**config.mk**
```make
export PLATFORM = sky130hd
export DESIGN_NAME = instruction_fetch_flat
export DESIGN_NICKNAME = d
export VERILOG_FILES = /design/src/rtl/instruction_fetch_if.sv /design/src/rtl/instruction_fetch.sv /design/src/flat_wrapper.sv
export SDC_FILE = /design/constraint.sdc
export NUM_CORES = 1
export LEC_CHECK = 0
export CAP_MARGIN = 40
export CORE_MARGIN = 5
export CORE_UTILIZATION = 25
export DETAILED_ROUTE_END_ITERATION = 10
export PLACE_DENSITY = 0.5
export SYNTH_ARGS = -nofsm -noshare
export SYNTH_HDL_FRONTEND = slang
export SYNTH_SLANG_ARGS = --single-unit
export TNS_END_PERCENT = 30
```
**constraint.sdc**
```tcl
create_clock -name clk -period 2.56 [get_ports clk]
set_input_delay 0.512 -clock clk [delete_from_list [all_inputs] [get_ports clk]]
set_output_delay 0.512 -clock clk [all_outputs]
set_load 0.01 [all_outputs]
```
**src/rtl/instruction_fetch_if.sv**
```systemverilog
// Instruction-memory handshake bus between the fetch stage and instruction memory.
// A single request is outstanding at a time; the address is held until ack.
interface instruction_fetch_if;
    logic        imem_req;
    logic [31:0] imem_addr;
    logic        imem_ack;
    logic [31:0] imem_rdata;

    modport master (
        output imem_req,
        output imem_addr,
        input  imem_ack,
        input  imem_rdata
    );

    modport slave (
        input  imem_req,
        input  imem_addr,
        output imem_ack,
        output imem_rdata
    );
endinterface

```
**src/rtl/instruction_fetch.sv**
```systemverilog
// Instruction fetch stage: owns the PC, runs a single-outstanding req/ack fetch,
// holds the fetched word for the decoder and applies jump/branch redirects.
// NOP_INST is presented whenever no valid instruction is held.
module instruction_fetch #(
    parameter logic [31:0] RESET_PC = 32'h0000_0000,
    parameter logic [31:0] NOP_INST = 32'h0000_0013
) (
    input  logic                       clk,
    input  logic                       nreset,
    instruction_fetch_if.master        imem,
    input  logic                       stall,
    input  logic                       jmp_taken,
    input  logic [31:0]                jmp_addr,
    output logic [31:0]                inst,
    output logic [31:0]                inst_pc,
    output logic                       inst_valid,
    output logic                       fetch_fault
);

    typedef enum logic [2:0] {
        BOOT,
        FETCH,
        ISSUE,
        DRAIN,
        HALT
    } state_t;

    state_t      state;
    state_t      state_next;
    logic [31:0] pc;
    logic [31:0] drain_addr;   // address of the request still in flight during DRAIN
    logic        active;
    logic        redirect;
    logic        misaligned;

    assign active     = (state == FETCH) || (state == ISSUE) || (state == DRAIN);
    assign redirect   = jmp_taken && active;
    assign misaligned = (jmp_addr[1:0] != 2'b00);

    // State register
    always_ff @(posedge clk or negedge nreset) begin
        if (!nreset) begin
            state <= BOOT;
        end else begin
            state <= state_next;
        end
    end

    // Next-state logic; redirect takes priority over stall and ack, but a
    // pending memory handshake is always completed (via DRAIN) before HALT.
    always_comb begin
        state_next = state;
        case (state)
            BOOT: begin
                state_next = FETCH;
            end
            FETCH: begin
                if (jmp_taken) begin
                    if (!imem.imem_ack) begin
                        state_next = DRAIN;
                    end else if (misaligned) begin
                        state_next = HALT;
                    end else begin
                        state_next = FETCH;
                    end
                end else if (imem.imem_ack) begin
                    state_next = ISSUE;
                end
            end
            ISSUE: begin
                if (jmp_taken) begin
                    state_next = misaligned ? HALT : FETCH;
                end else if (!stall) begin
                    state_next = FETCH;
                end
            end
            DRAIN: begin
                // fetch_fault here can only come from a misaligned redirect
                // taken while this request was outstanding
                if (imem.imem_ack) begin
                    if (fetch_fault || (jmp_taken && misaligned)) begin
                        state_next = HALT;
                    end else begin
                        state_next = FETCH;
                    end
                end
            end
            HALT: begin
                state_next = HALT;
            end
            default: begin
                state_next = BOOT;
            end
        endcase
    end

    // Memory-side outputs: request while fetching or draining; DRAIN keeps the old address
    always_comb begin
        imem.imem_req  = (state == FETCH) || (state == DRAIN);
        imem.imem_addr = (state == DRAIN) ? drain_addr : pc;
    end

    // PC, held instruction and sticky fault
    always_ff @(posedge clk or negedge nreset) begin
        if (!nreset) begin
            pc          <= RESET_PC;
            drain_addr  <= RESET_PC;
            inst        <= NOP_INST;
            inst_pc     <= '0;
            inst_valid  <= 1'b0;
            fetch_fault <= 1'b0;
        end else if (redirect) begin
            pc         <= jmp_addr;
            inst       <= NOP_INST;
            inst_pc    <= '0;
            inst_valid <= 1'b0;
            if (misaligned) begin
                fetch_fault <= 1'b1;
            end
            if ((state == FETCH) && !imem.imem_ack) begin
                drain_addr <= pc;
            end
        end else if ((state == FETCH) && imem.imem_ack) begin
            inst       <= imem.imem_rdata;
            inst_pc    <= pc;
            inst_valid <= 1'b1;
            pc         <= pc + 32'd4;
        end else if ((state == ISSUE) && !stall) begin
            inst       <= NOP_INST;
            inst_pc    <= '0;
            inst_valid <= 1'b0;
        end
    end

endmodule

```
**src/flat_wrapper.sv**
```systemverilog
// flat-port wrapper written by rule: the top's interface ports become plain ports
module instruction_fetch_flat 
#(
    parameter logic [31:0] RESET_PC = 32'h0000_0000,
    parameter logic [31:0] NOP_INST = 32'h0000_0013
)
  (clk, nreset, stall, jmp_taken, jmp_addr, inst, inst_pc, inst_valid, fetch_fault, imem_imem_req, imem_imem_addr, imem_imem_ack, imem_imem_rdata);
  instruction_fetch_if imem_i ();
  input  logic clk;
  input  logic nreset;
  input  logic stall;
  input  logic jmp_taken;
  input  logic [31:0] jmp_addr;
  output logic [31:0] inst;
  output logic [31:0] inst_pc;
  output logic inst_valid;
  output logic fetch_fault;
  output wire logic [$bits(imem_i.imem_req)-1:0] imem_imem_req;
  output wire logic [$bits(imem_i.imem_addr)-1:0] imem_imem_addr;
  input wire logic [$bits(imem_i.imem_ack)-1:0] imem_imem_ack;
  input wire logic [$bits(imem_i.imem_rdata)-1:0] imem_imem_rdata;
  assign imem_imem_req = imem_i.imem_req;
  assign imem_imem_addr = imem_i.imem_addr;
  assign imem_i.imem_ack = imem_imem_ack;
  assign imem_i.imem_rdata = imem_imem_rdata;
  instruction_fetch #(.RESET_PC(RESET_PC), .NOP_INST(NOP_INST)) u_core (.clk(clk), .nreset(nreset), .imem(imem_i), .stall(stall), .jmp_taken(jmp_taken), .jmp_addr(jmp_addr), .inst(inst), .inst_pc(inst_pc), .inst_valid(inst_valid), .fetch_fault(fetch_fault));
endmodule
```
==> impl_results.md, run 1 <==
* Slowest-stage cell, CP: dfrtp_1
* DR vias at 4,761
* Ratio of cells with drive above 1 in the final layout at 0.205
* Total of max-cap violations at 0
* Syn avg cell area at 12.2 sq um
* Overflow after GRT at 0
* CTS Sinks at 133
* Leak at between 4 and 5 nW
* Critical path arrival at 1910 ps
* Antenna violations before repair at 1
* CORE AREA at about 24,000 sq um
* Max VDD drop at 0.460 mV
* TritonCTS clock tree: done
* Vias in the first global route at approximately 5.1k
* Die Area at 28,000 sq um
* Synthesized netlist cell count at 508
* Power per cell area at between 1000 and 1500 nW/um^2
* Setup bufs post-CTS at 0
* Root buffer cell: clkbuf_16
* Library cells used by synthesis at 52
* WL final at 18.6 mm
* I/O Pins at 168
* Hold WC Path Type: input port to async pin
* Status: finished clean
* Warnings from Yosys at 0
* Non-filler cells, final at 1,017
* DRC at 0
* H-tree lvl count at 4
* Switch Pwr at 3.86 mW
* Crit path capture type: output port
* Worst setup SP type: register
* Worst slew margin at 0.545
* Worst-Skew Late Latency at 410 ps
* Net Sw Frac at 0.346
* Ys flop type: dfrtp_1
* Synth Net Count at 578
* Clock buffer count from CTS at 17
* Sequential Power Share at 0.343
* Routed wire length per instance at about 18 microns
* ANT nets after route at 0
* Worst slack, placed at 49.9 ps
* Slack of the critical path at 140 ps
* First-pass GRT wire length at 29.4 mm
* Combinational share of power at 0.415
* Die height at 167 microns
* Hold Fails Final Rpt at 0
* Slew @ Worst Pin at 674 ps
* Layout area overhead at 45.2%
* Final Max Tran Viols at 0
* Crit-path max FO at 16
* Core Rows at 57
* RSZ-0062 raised after global routing: no
* Clock Power Share at 0.243
* CP peak stage delay at about 370 ps
* Synthesized area at 6180 sq um
* Worst Clk Skew at 8.95 ps
* # setup viols final at 0
* FF+latch count, synth at 133
* Number of synthesized flops with an enable pin at 0
* Post-DP HPWL at between 10 and 15 mm
* First drt pass iteration count at 4
* Via-per-instance ratio at ~4.7
* Antenna cells at 0
* FMAX at 413 MHz
* Fraction of registers with async set/reset at 1.00
* Fin crit period at between 2000 and 2500 ps
* Clock Path Buffers at 2
* Leading cell type in the layout, fill and taps excluded: clkdlybuf4s50_1
* Most frequent cells in the layout: 134 x clkdlybuf4s50_1, 129 x dfrtp_1, 57 x a22o_1
* I/O Buffers at around 170
* GRT Resource Usage Total at 0.131
* Worst-path clk slew at 60 ps
* Cells after DPL at 986
* Critical path type: register to output port
* GPL Wtd Cong at 0.738
* NumNets Final at about 750
* Seq/Total Area, Yosys at 0.539
* Worst EP required at 2050 ps
* Int Power at 7.29 mW
* Starting DRT DRC Count at 205
* Largest net degree at the start of global routing at 60
* Die X at 167 microns
* Tcrit/Tclk final at 0.945
* Critical Path, Cell by Cell: inv_1, nor2_2, nand2_2, buf_12, mux2_2, dlygate4sd2_1
* Initial Util at 0.254
## cell usage after synthesis (all sizes together), types with 2 or more instances
library cell,number,share of area
mux2,67,0.14
dfrtp,130,0.53
o21ai,33,0.027
clkbuf,6,0.0036
buf,33,0.030
o22a,3,0.0042
xor2,10,0.014
o21bai,3,0.0055
nor3,4,0.0032
o311ai,3,0.0042
a31oi,4,0.0040
nand3,13,0.013
nand2,54,0.033
a21oi,8,0.0065
nand4,10,0.013
xnor2,3,0.0042
nor2,15,0.010
o211ai,9,0.011
a22oi,9,0.011
a22o,57,0.081
nor4,6,0.012
inv,5,0.0030
dfstp,3,0.013
nor2b,2,0.0032
nand2b,2,0.0020
## final cells by class
class | count | area [sq um]
timing repair buffer | 193 | 1950
inverter | 5 | 18.8
clock buffer | 18 | 439
fill | 2357 | 15300
multi-input combinational | 331 | 2630
clock inverter | 13 | 206
sequential | 133 | 3330
tap | 324 | 405
## metal layers
metal / vias to the layer above / part of all wire / global-route usage
met1: 2374 / 0.45 / 0.169
met2: 156 / 0.48 / 0.222
met5: - / 0.00059 / 0
met3: 10 / 0.057 / 0.0335
li1: 2219 / - / -
met4: 2 / 0.0073 / 0.0332
## worst max-delay path, delay by kind of cell, from the launching register on
family        cells  cell delay (ps)
flops             1              370
buf+inv           3              580
simple gates      2              180
mux               1              350
## final timing paths
kind / slack (ps) / cells after the start / endpoint / from
worst max register to register: 430 / 7 / u_core.pc[30]$_DFFE_PN0P_ / u_core.pc[2]$_DFFE_PN0P_
max in group asynchronous: 1690 / 2 / u_core.inst[5]$_DFFE_PN0P_ / nreset
min in group clk: 480 / 2 / u_core.inst_valid$_DFFE_PN0P_ / u_core.inst_valid$_DFFE_PN0P_
worst min-delay path: 70 / 1 / u_core.drain_addr[15]$_DFFE_PN0P_ / nreset
worst min register to register: 480 / 2 / u_core.inst_valid$_DFFE_PN0P_ / u_core.inst_valid$_DFFE_PN0P_
worst max-delay path: 140 / 6 / imem_imem_addr[30] / u_core.state[0]$_DFFE_PN0P_
## registers in the layout (all words and copies together), names as in the netlist
name,cells
u_core.inst_pc,32
u_core.inst,32
u_core.drain_addr,32
u_core.state,3
u_core.fetch_fault,1
u_core.pc,32
u_core.inst_valid,1
## power groups by stage
stage               logic (mW)  registers [mW]  clock network [mW]
detailed placement        4.87            3.85                   0
global route              4.99            3.96                2.84
global placement          4.81            3.81                   0
floorplan                 2.55            3.72                   0
finish                    4.62            3.82                2.71
CTS                       4.75            3.82                2.77
## per-stage QoR
stage,power (mW),instance area [sq um],hold slack (ps),setup TNS [ps],utilization
after global placement,8.62,8330,467,0,0.342
after detailed placement,8.72,8330,462,0,0.342
after floorplan,6.27,6180,216,0,-
after global routing,11.8,8980,101,0,0.369
after CTS,11.3,8960,90.5,-481,0.368
final,11.1,8980,66.3,0,0.369
## cells by family (layout without fill, tap and decap cells)
family                   after synthesis  count (layout)  synth area share
XOR/XNOR                              13              13            0.0184
buffers and inverters                 44             229            0.0368
multiplexers                          68              68             0.142
adder cells (fa/ha/maj)                1               1           0.00202
flip-flops                           133             133             0.539
AND/OR/NAND/NOR                      113             113            0.0979
AO/OA/AOI/OAI                        136             136             0.164
## what timing repair did
item                       CTS  global route
setup endpoints to repair   32             8
gates resized for setup     29             8
hold buffers                 0             0
No activity file was read; power rests on OpenSTA's default activity.
==> run 2: changes to the inputs <==
HOLD_SLACK_MARGIN = 0.08   (was unset)
==> results of run 2 <==
Same layout as run 1: the final DEF is identical, and so are final timing and power.
